$ cat config.mk
export PLATFORM = sky130hd
export DESIGN_NAME = ps2_frame_rx_flat
export DESIGN_NICKNAME = d
export VERILOG_FILES = /design/src/rtl/ps2_frame_rx_if.sv /design/src/rtl/ps2_frame_rx.sv /design/src/flat_wrapper.sv
export SDC_FILE = /design/constraint.sdc
export NUM_CORES = 1
export LEC_CHECK = 0
export CORE_UTILIZATION = 60
export CTS_BUF_LIST = sky130_fd_sc_hd__clkbuf_2
export DETAILED_ROUTE_END_ITERATION = 7
export MAX_ROUTING_LAYER = met4
export PLACE_DENSITY = 0.82
export SYNTH_ARGS = -nofsm -noshare
export SYNTH_HDL_FRONTEND = slang
export SYNTH_SLANG_ARGS = --single-unit
$ cat constraint.sdc
create_clock -name clk -period 6.7 [get_ports clk]
set_clock_uncertainty 0.05 [all_clocks]
set_input_delay 2.01 -clock clk [delete_from_list [all_inputs] [get_ports clk]]
set_output_delay 2.01 -clock clk [all_outputs]
set_load 0.005 [all_outputs]
$ cat src/rtl/ps2_frame_rx_if.sv
// Scan-code byte interface between the PS/2 receiver FIFO (master) and its consumer (slave).
// PS2_PARITY_CHECK_EN adds the parity_err pulse to the bundle.
interface ps2_frame_rx_if;
  logic       nextdata_n;
  logic [7:0] data;
  logic       ready;
  logic       overflow;
`ifdef PS2_PARITY_CHECK_EN
  logic       parity_err;

  modport master (
    input  nextdata_n,
    output data,
    output ready,
    output overflow,
    output parity_err
  );

  modport slave (
    output nextdata_n,
    input  data,
    input  ready,
    input  overflow,
    input  parity_err
  );
`else
  modport master (
    input  nextdata_n,
    output data,
    output ready,
    output overflow
  );

  modport slave (
    output nextdata_n,
    input  data,
    input  ready,
    input  overflow
  );
`endif
endinterface

$ cat src/rtl/ps2_frame_rx.sv
// PS/2 device-to-host frame receiver feeding a show-ahead byte FIFO.
// Optional odd-parity rejection and parity_err pulse: define PS2_PARITY_CHECK_EN.
module ps2_frame_rx #(
  parameter int unsigned ADDR_W      = 3,
  parameter int unsigned TIMEOUT_CYC = 200000
) (
  input  logic           clk,
  input  logic           clrn,
  input  logic           ps2_clk,
  input  logic           ps2_data,
  ps2_frame_rx_if.master bus
);

  localparam int unsigned DEPTH   = 1 << ADDR_W;
  localparam int unsigned PTR_W   = ADDR_W + 1;
  localparam int unsigned CNT_W   = $clog2(TIMEOUT_CYC);
  localparam int unsigned BIT_W   = 4;
  localparam int unsigned LAST_BIT = 10;
  localparam int unsigned PAR_BIT  = 9;
`ifdef PS2_PARITY_CHECK_EN
  localparam int unsigned FRAME_W = 10;
`else
  localparam int unsigned FRAME_W = 9;
`endif

  logic [2:0]         r_ck;
  logic [1:0]         r_dsync;
  logic [BIT_W-1:0]   r_bitcnt;
  logic [FRAME_W-1:0] r_frame;
  logic [CNT_W-1:0]   r_tmo;
  logic [PTR_W-1:0]   r_wptr;
  logic [PTR_W-1:0]   r_rptr;
  logic [7:0]         r_mem [DEPTH];
  logic               r_overflow;
`ifdef PS2_PARITY_CHECK_EN
  logic               r_parity_err;
`endif

  logic       w_fe;
  logic       w_dsync;
  logic       w_last;
  logic       w_shift;
  logic       w_framing_ok;
  logic       w_push;
  logic       w_pop;
  logic       w_wr;
  logic       w_empty;
  logic       w_full;
  logic       w_tmo_hit;
  logic [7:0] w_byte;

  // Frame layout after the shifts: [0]=start, [8:1]=data LSB-first, [9]=parity; stop is live dsync.
  assign w_fe         = (r_ck[2:1] == 2'b10);
  assign w_dsync      = r_dsync[1];
  assign w_last       = w_fe && (r_bitcnt == BIT_W'(LAST_BIT));
  assign w_byte       = r_frame[8:1];
  assign w_framing_ok = !r_frame[0] && w_dsync;
  assign w_tmo_hit    = (r_bitcnt != '0) && (r_tmo == CNT_W'(TIMEOUT_CYC - 1));

`ifdef PS2_PARITY_CHECK_EN
  logic w_parity_ok;
  assign w_parity_ok = ^r_frame[9:1];
  assign w_shift     = w_fe && (r_bitcnt < BIT_W'(LAST_BIT));
  assign w_push      = w_last && w_framing_ok && w_parity_ok;
`else
  // Parity bit is sampled but not stored when it is not checked.
  assign w_shift     = w_fe && (r_bitcnt < BIT_W'(LAST_BIT)) && (r_bitcnt != BIT_W'(PAR_BIT));
  assign w_push      = w_last && w_framing_ok;
`endif

  assign w_empty = (r_wptr == r_rptr);
  assign w_full  = (r_wptr[ADDR_W] != r_rptr[ADDR_W]) &&
                   (r_wptr[ADDR_W-1:0] == r_rptr[ADDR_W-1:0]);
  assign w_pop   = !bus.nextdata_n && !w_empty;
  // A push into a full FIFO lands in the slot being popped that same edge.
  assign w_wr    = w_push && (!w_full || w_pop);

  // Synchronisers, bit assembly, timeout and FIFO pointers.
  always_ff @(posedge clk) begin
    if (!clrn) begin
      r_ck       <= 3'b111;
      r_dsync    <= 2'b11;
      r_bitcnt   <= '0;
      r_frame    <= '0;
      r_tmo      <= '0;
      r_wptr     <= '0;
      r_rptr     <= '0;
      r_overflow <= 1'b0;
    end else begin
      r_ck    <= {r_ck[1:0], ps2_clk};
      r_dsync <= {r_dsync[0], ps2_data};

      if (w_shift) begin
        r_frame <= {w_dsync, r_frame[FRAME_W-1:1]};
      end

      if (w_fe) begin
        r_bitcnt <= w_last ? '0 : r_bitcnt + BIT_W'(1);
      end else if (w_tmo_hit) begin
        r_bitcnt <= '0;
      end

      if (w_fe || (r_bitcnt == '0) || w_tmo_hit) begin
        r_tmo <= '0;
      end else begin
        r_tmo <= r_tmo + CNT_W'(1);
      end

      if (w_wr) begin
        r_wptr <= r_wptr + PTR_W'(1);
      end
      if (w_pop) begin
        r_rptr <= r_rptr + PTR_W'(1);
      end
      if (w_push && w_full && !w_pop) begin
        r_overflow <= 1'b1;
      end
    end
  end

  // Storage array carries no reset; empty FIFO masks its contents.
  always_ff @(posedge clk) begin
    if (w_wr) begin
      r_mem[r_wptr[ADDR_W-1:0]] <= w_byte;
    end
  end

`ifdef PS2_PARITY_CHECK_EN
  // One-cycle pulse for frames whose only defect is parity.
  always_ff @(posedge clk) begin
    if (!clrn) begin
      r_parity_err <= 1'b0;
    end else begin
      r_parity_err <= w_last && w_framing_ok && !w_parity_ok;
    end
  end

  assign bus.parity_err = r_parity_err;
`endif

  assign bus.data     = w_empty ? 8'h00 : r_mem[r_rptr[ADDR_W-1:0]];
  assign bus.ready    = !w_empty;
  assign bus.overflow = r_overflow;

endmodule

$ cat src/flat_wrapper.sv
// flat-port wrapper written by rule: the top's interface ports become plain ports
module ps2_frame_rx_flat 
#(
  parameter int unsigned ADDR_W      = 3,
  parameter int unsigned TIMEOUT_CYC = 200000
)
  (clk, clrn, ps2_clk, ps2_data, bus_nextdata_n, bus_data, bus_ready, bus_overflow);
  ps2_frame_rx_if bus_i ();
  input  logic clk;
  input  logic clrn;
  input  logic ps2_clk;
  input  logic ps2_data;
  input wire logic [$bits(bus_i.nextdata_n)-1:0] bus_nextdata_n;
  output wire logic [$bits(bus_i.data)-1:0] bus_data;
  output wire logic [$bits(bus_i.ready)-1:0] bus_ready;
  output wire logic [$bits(bus_i.overflow)-1:0] bus_overflow;
  assign bus_i.nextdata_n = bus_nextdata_n;
  assign bus_data = bus_i.data;
  assign bus_ready = bus_i.ready;
  assign bus_overflow = bus_i.overflow;
  ps2_frame_rx #(.ADDR_W(ADDR_W), .TIMEOUT_CYC(TIMEOUT_CYC)) u_core (.clk(clk), .clrn(clrn), .ps2_clk(ps2_clk), .ps2_data(ps2_data), .bus(bus_i));
endmodule
-- Yosys cells after proc, flatten, opt, wreduce, memory -nomap -nowiden
Memory sizes are Yosys's and may differ from the RTL's. A register that Yosys moved wholly into a read port is not among the register bits.
Cells that the tools add are included.
- register bits: 45
- RAM bits: 64
- input bits: 5
- output and inout port bits: 10
- word-level logic and storage cells: 53
- memories: 1
- memories (name ; depth ; width ; rd ports ; clocked after memory_dff ; wr ports ; RTL line ; text):
    u_core.r_mem ; 8 ; 8 ; 1 ; 1 ; 1 ; ps2_frame_rx.sv:33 ; logic [7:0] r_mem [DEPTH];
- $add $sub $neg: 4
- magnitude comparators: 1
- equality and inequality tests: 7
- mux-type cells: 8
- bitwise gates (word level): 1
- reduce and logical (&&, ||, !) cells: 23
- operators with widths (cell ; number):
    18-bit by 1-bit adder with 18-bit output, second input constant ; 1
    18-bit equality test, second input constant ; 1
    4-bit by 1-bit adder with 4-bit output, second input constant ; 3
    4-bit 2-to-1 mux ; 3
    1-bit logical AND ; 11
    8-bit 2-to-1 mux ; 1
    3-bit 2-to-1 mux ; 2
    1-bit zero test ; 5
    4-bit equality test ; 1
    4-bit equality test, second input constant ; 1
    4-bit zero test ; 1
    4-bit < comparator, second input constant ; 1
    4-bit inequality test, second input constant ; 1
    4-bit nonzero test ; 1
    3-bit equality test ; 1
    1-bit logical OR ; 3
    2-bit equality test, second input constant ; 1
    1-bit 2-to-1 mux ; 2
    2-bit nonzero test ; 1
    2-bit OR reduction ; 1
    1-bit inequality test ; 1
    1-bit inverter ; 1

-- Depth between registers and ports, before layout
- depth after elaboration: 7
- gate-level depth with buffers: 7
- depth with buffers taken out: 6

-- Worst setup path before layout
Ideal clock, no wire load.
- path kind: input to register
- start point: input port bus_nextdata_n
- end point: memory u_core.r_mem[1][0] (enable)
- arrival time: 3548 ps
- required time: 6255 ps
- path slack: 2707 ps
- stages: 3
- path through: and2_1 -> a21oi_1 -> nor4bb_1
- cells in the longest elaborated chain, start to end: 6
- ends and longest elaborated chain (what ; RTL line ; text):
    start, declared ; flat_wrapper.sv:13 ; input wire logic [$bits(bus_i.nextdata_n)-1:0] bus_nextdata_n;
    1-bit zero test ; ps2_frame_rx.sv:74 ; assign w_pop = !bus.nextdata_n && !w_empty;
    1-bit logical AND ; ps2_frame_rx.sv:74 ;
    1-bit logical OR ; ps2_frame_rx.sv:76 ; assign w_wr = w_push && (!w_full || w_pop);
    1-bit logical AND ; ps2_frame_rx.sv:76 ;
    1-bit 2-to-1 mux ; ps2_frame_rx.sv:123 ; if (w_wr) begin
    1-bit 2-to-1 mux (implied by the code) ; ps2_frame_rx.sv:124 ; r_mem[r_wptr[ADDR_W-1:0]] <= w_byte;
    end, declared ; ps2_frame_rx.sv:33 ;
Every way passes these cells.

==> summary.md <==
| Metric | Value |
|---|---|
| Antenna-violating nets left | 0 |
| Area after DPL | 0.00490 mm² |
| Final min period | slightly above 5 ns |
| Drt first pass iters | 4 |
| Core Util, Final | 68.2% |
| Fraction of layout cells with a size suffix above 1 | approximately 13% |
| Syn avg cell area | about 14 µm² |
| Largest net degree at the start of global routing | 34 |
| Routed wire length | 7960 µm |
| Max VDD drop | ~120 µV |
| Die area | between 0.008 and 0.009 mm² |
| Synth unique cells | 44 |
| Max cap viols | 0 |
| Slew margin rel. | 23.0% |
| Post-DP HPWL | 5160 µm |
| Arrival @ worst endpoint | 2.99 ns |
| Antenna diodes | 0 |
| EDFF count, synth | 64 |
| Global-route wire length before repair | about 13,000 µm |
| Max Fclk | 0.198 GHz |
| Post_cts resized | 0 |
| Startpoint Class | register |
| Synthesized Nets | between 300 and 400 |
| CTS root buffer | clkbuf_2 |
| Avg WL per Cell | 17.5 µm |
| Effective utilization at floorplan | 63.1% |
| Status | complete, no violations |
| Hold Path Class | reg2reg |
| Final Instance Area | 0.00505 mm² |
| Setup TNS Final | 0 ns |
| Initial drt markers | 162 |
| Unrepaired setup endpoints after global routing | false |
| Die Width | 90.3 µm |
| Sequential cell area | about 0.0029 mm² |
| TritonCTS Buffers | 9 |
| Slew @ Worst Pin | 1.15 ns |
| Required @ worst endpoint | 4.64 ns |
| Mapped Area | 0.00467 mm² |
| Remaining global-route overflow | 0 |
| Fillers | 515 |
| Ports | 15 |
| GR Util All Layers | ~22% |
| Asr flop ratio synth | 0% |
| Max clock buf depth | 2 |
| Final hold violations | 0 |
| Critical Path End Type | output pin |
| Latest clock arrival within the worst-skew pair | 0.59 ns |
| Crit Path Class | reg2out |
| Seq/Total Area, Yosys | 61.7% |
| Critical path fanouts, max | 16 |
| # Post-CTS Setup Buffers | 0 |
| Slew Limit Fails | 0 |
| Synth warnings | 0 |
| Via density per instance | 5.87 |
| Vias | 2,675 |
| Flop and latch count out of synthesis | around 110 |
| Leak | 1.65 nW |
| Reg clk slew, reported paths | 0.30 ns |
| Chip height | 90.3 µm |
| Core area | 0.00741 mm² |
| CTS tree | yes |
| GP Congestion | slightly above 0.8 |
| Multi-input gate area | 0.00169 mm² |
| Core Rows | 31 |
| Vias in the first global route | roughly 2,500 |
| Tcrit/Tclk final | between 70% and 80% |
| Antenna violations before repair | 0 |
| Setup violators final | 0 |
| P per Cell Area | 218 mW/mm² |
| Clk sinks | 112 |
| Nets | 364 |
| DRC | 0 |
| Synth Instances | around 340 |
| Main flop type after synthesis | edfxtp_1 |
| H-tree levels | 3 |
| Port buffer count | 14 |
| Area grow syn2layout | 8.11% |
| Hold_buf cts | 0 |
layout by cell type, fill, tap and decap left out, types with 3 or more instances in the layout:
cell / instances
o21ai_0: 6
and4b_1: 4
mux2i_1: 23
nor2_1: 12
o31ai_1: 3
nor2b_1: 10
nor3_1: 18
nand2b_1: 11
mux4_2: 16
buf_4: 4
or4_1: 5
nand2_1: 18
inv_1: 7
clkbuf_2: 9
a211oi_1: 6
xor2_1: 6
nor3b_1: 3
or3_1: 3
inv_6: 3
ha_1: 7
edfxtp_1: 64
nand3_1: 11
clkdlybuf4s50_1: 14
nand4_1: 5
xnor2_1: 10
dfxtp_1: 48
where the power goes:
| part | total (mW) | switching [mW] | internal [mW] |
|---|---|---|---|
| registers | 0.726 | 0.00235 | 0.724 |
| clock network | 0.355 | 0.223 | 0.132 |
| logic | 0.0199 | 0.0117 | 0.00823 |
| total | 1.10 | 0.237 | 0.864 |
state kept, by name (all words and copies together), names as in the netlist, named ones only:
signal,cells
u_core.bus.overflow,1
u_core.r_tmo,18
u_core.r_wptr,4
u_core.r_rptr,4
u_core.r_frame,9
u_core.r_mem,64
u_core.r_ck,3
u_core.r_dsync,2
u_core.r_bitcnt,4
cell usage after synthesis (2+ instances only):
master     n  area [µm²]
buf_6      2        22.5
nor2b_1   10        62.6
mux4_2    16         360
a21oi_1    2        10.0
nand2_1   18        67.6
dfxtp_1   48         961
nand4_1    5        31.3
clkbuf_1  11        41.3
nor2_1    12        45.0
or4_1      5        37.5
and3_1     2        12.5
o21ai_0    6        30.0
and2_1     2        12.5
xor2_1     6        52.6
ha_1       7        87.6
buf_1      2        7.51
inv_1      7        26.3
or3_1      3        18.8
edfxtp_1  64        1920
and3b_1    2        17.5
o21ai_2    2        17.5
mux2i_1   23         230
xnor2_1   10        87.6
o21a_1     2        15.0
nand3_1   11        55.1
o31ai_1    3        22.5
nor3_1    18        90.1
and4b_1    4        40.0
a211oi_1   7        52.6
nor4bb_1   2        20.0
nor4_1     2        12.5
nor3b_1    3        22.5
nand2b_1  11        68.8
critical path, cell delays in order, from the launching register on:
cell,delay [ns]
dfxtp_1,1.10
mux4_2,0.62
mux2i_1,0.14
nor2_1,0.07
clkdlybuf4s50_1,0.47
metrics by stage:
step	setup WS (ns)	hold slack, ns	total power, mW	cells
global route	1.40	0.426	1.14	456
CTS	1.58	0.399	1.11	456
detailed placement	2.28	0.341	0.760	440
global placement	2.30	0.340	0.759	440
floorplan	2.71	0.336	0.754	339
finish	1.65	0.398	1.10	456
kinds of logic after synthesis:
group	Yosys count	share of synthesized area (%)
xor+xnor	16	3.00
fa+ha+maj	7	1.87
flops	112	61.7
mux	39	12.6
simple gates	116	14.4
buf+inv	23	2.19
compound gates	26	4.26
layer usage:
metal,global-route usage (%),wire length (µm),vias up
met5,-,0,-
met4,8.74,184,0
met3,3.37,225,15
met2,37.3,4100,40
met1,27.8,3460,1320
li1,-,-,1300
layout make-up:
cell class	instances	share of cell area (%)
repair buffers	18	3.37
well taps	99	2.45
clock buffers	9	0.891
inverters	7	0.520
clock inverters	7	2.20
flip-flops and latches	112	57.0
multi-input cells	204	33.5
path summary, 6_finish.rpt:
| kind | start | end | cells past startpoint | slack [ns] |
|---|---|---|---|---|
| setup / recovery | register | bus_data[0] | 4 | 1.65 |
| setup reg to reg | u_core.r_bitcnt[0]$_SDFFE_PN0P_ | u_core.r_bitcnt[2]$_SDFFE_PN0P_ | 6 | 3.94 |
| hold reg to reg | u_core.r_dsync[0]$_SDFF_PN1_ | u_core.r_dsync[1]$_SDFF_PN1_ | 1 | 0.40 |
| hold / removal | u_core.r_dsync[0]$_SDFF_PN1_ | u_core.r_dsync[1]$_SDFF_PN1_ | 1 | 0.40 |
Power figures use the tool's default switching activity.
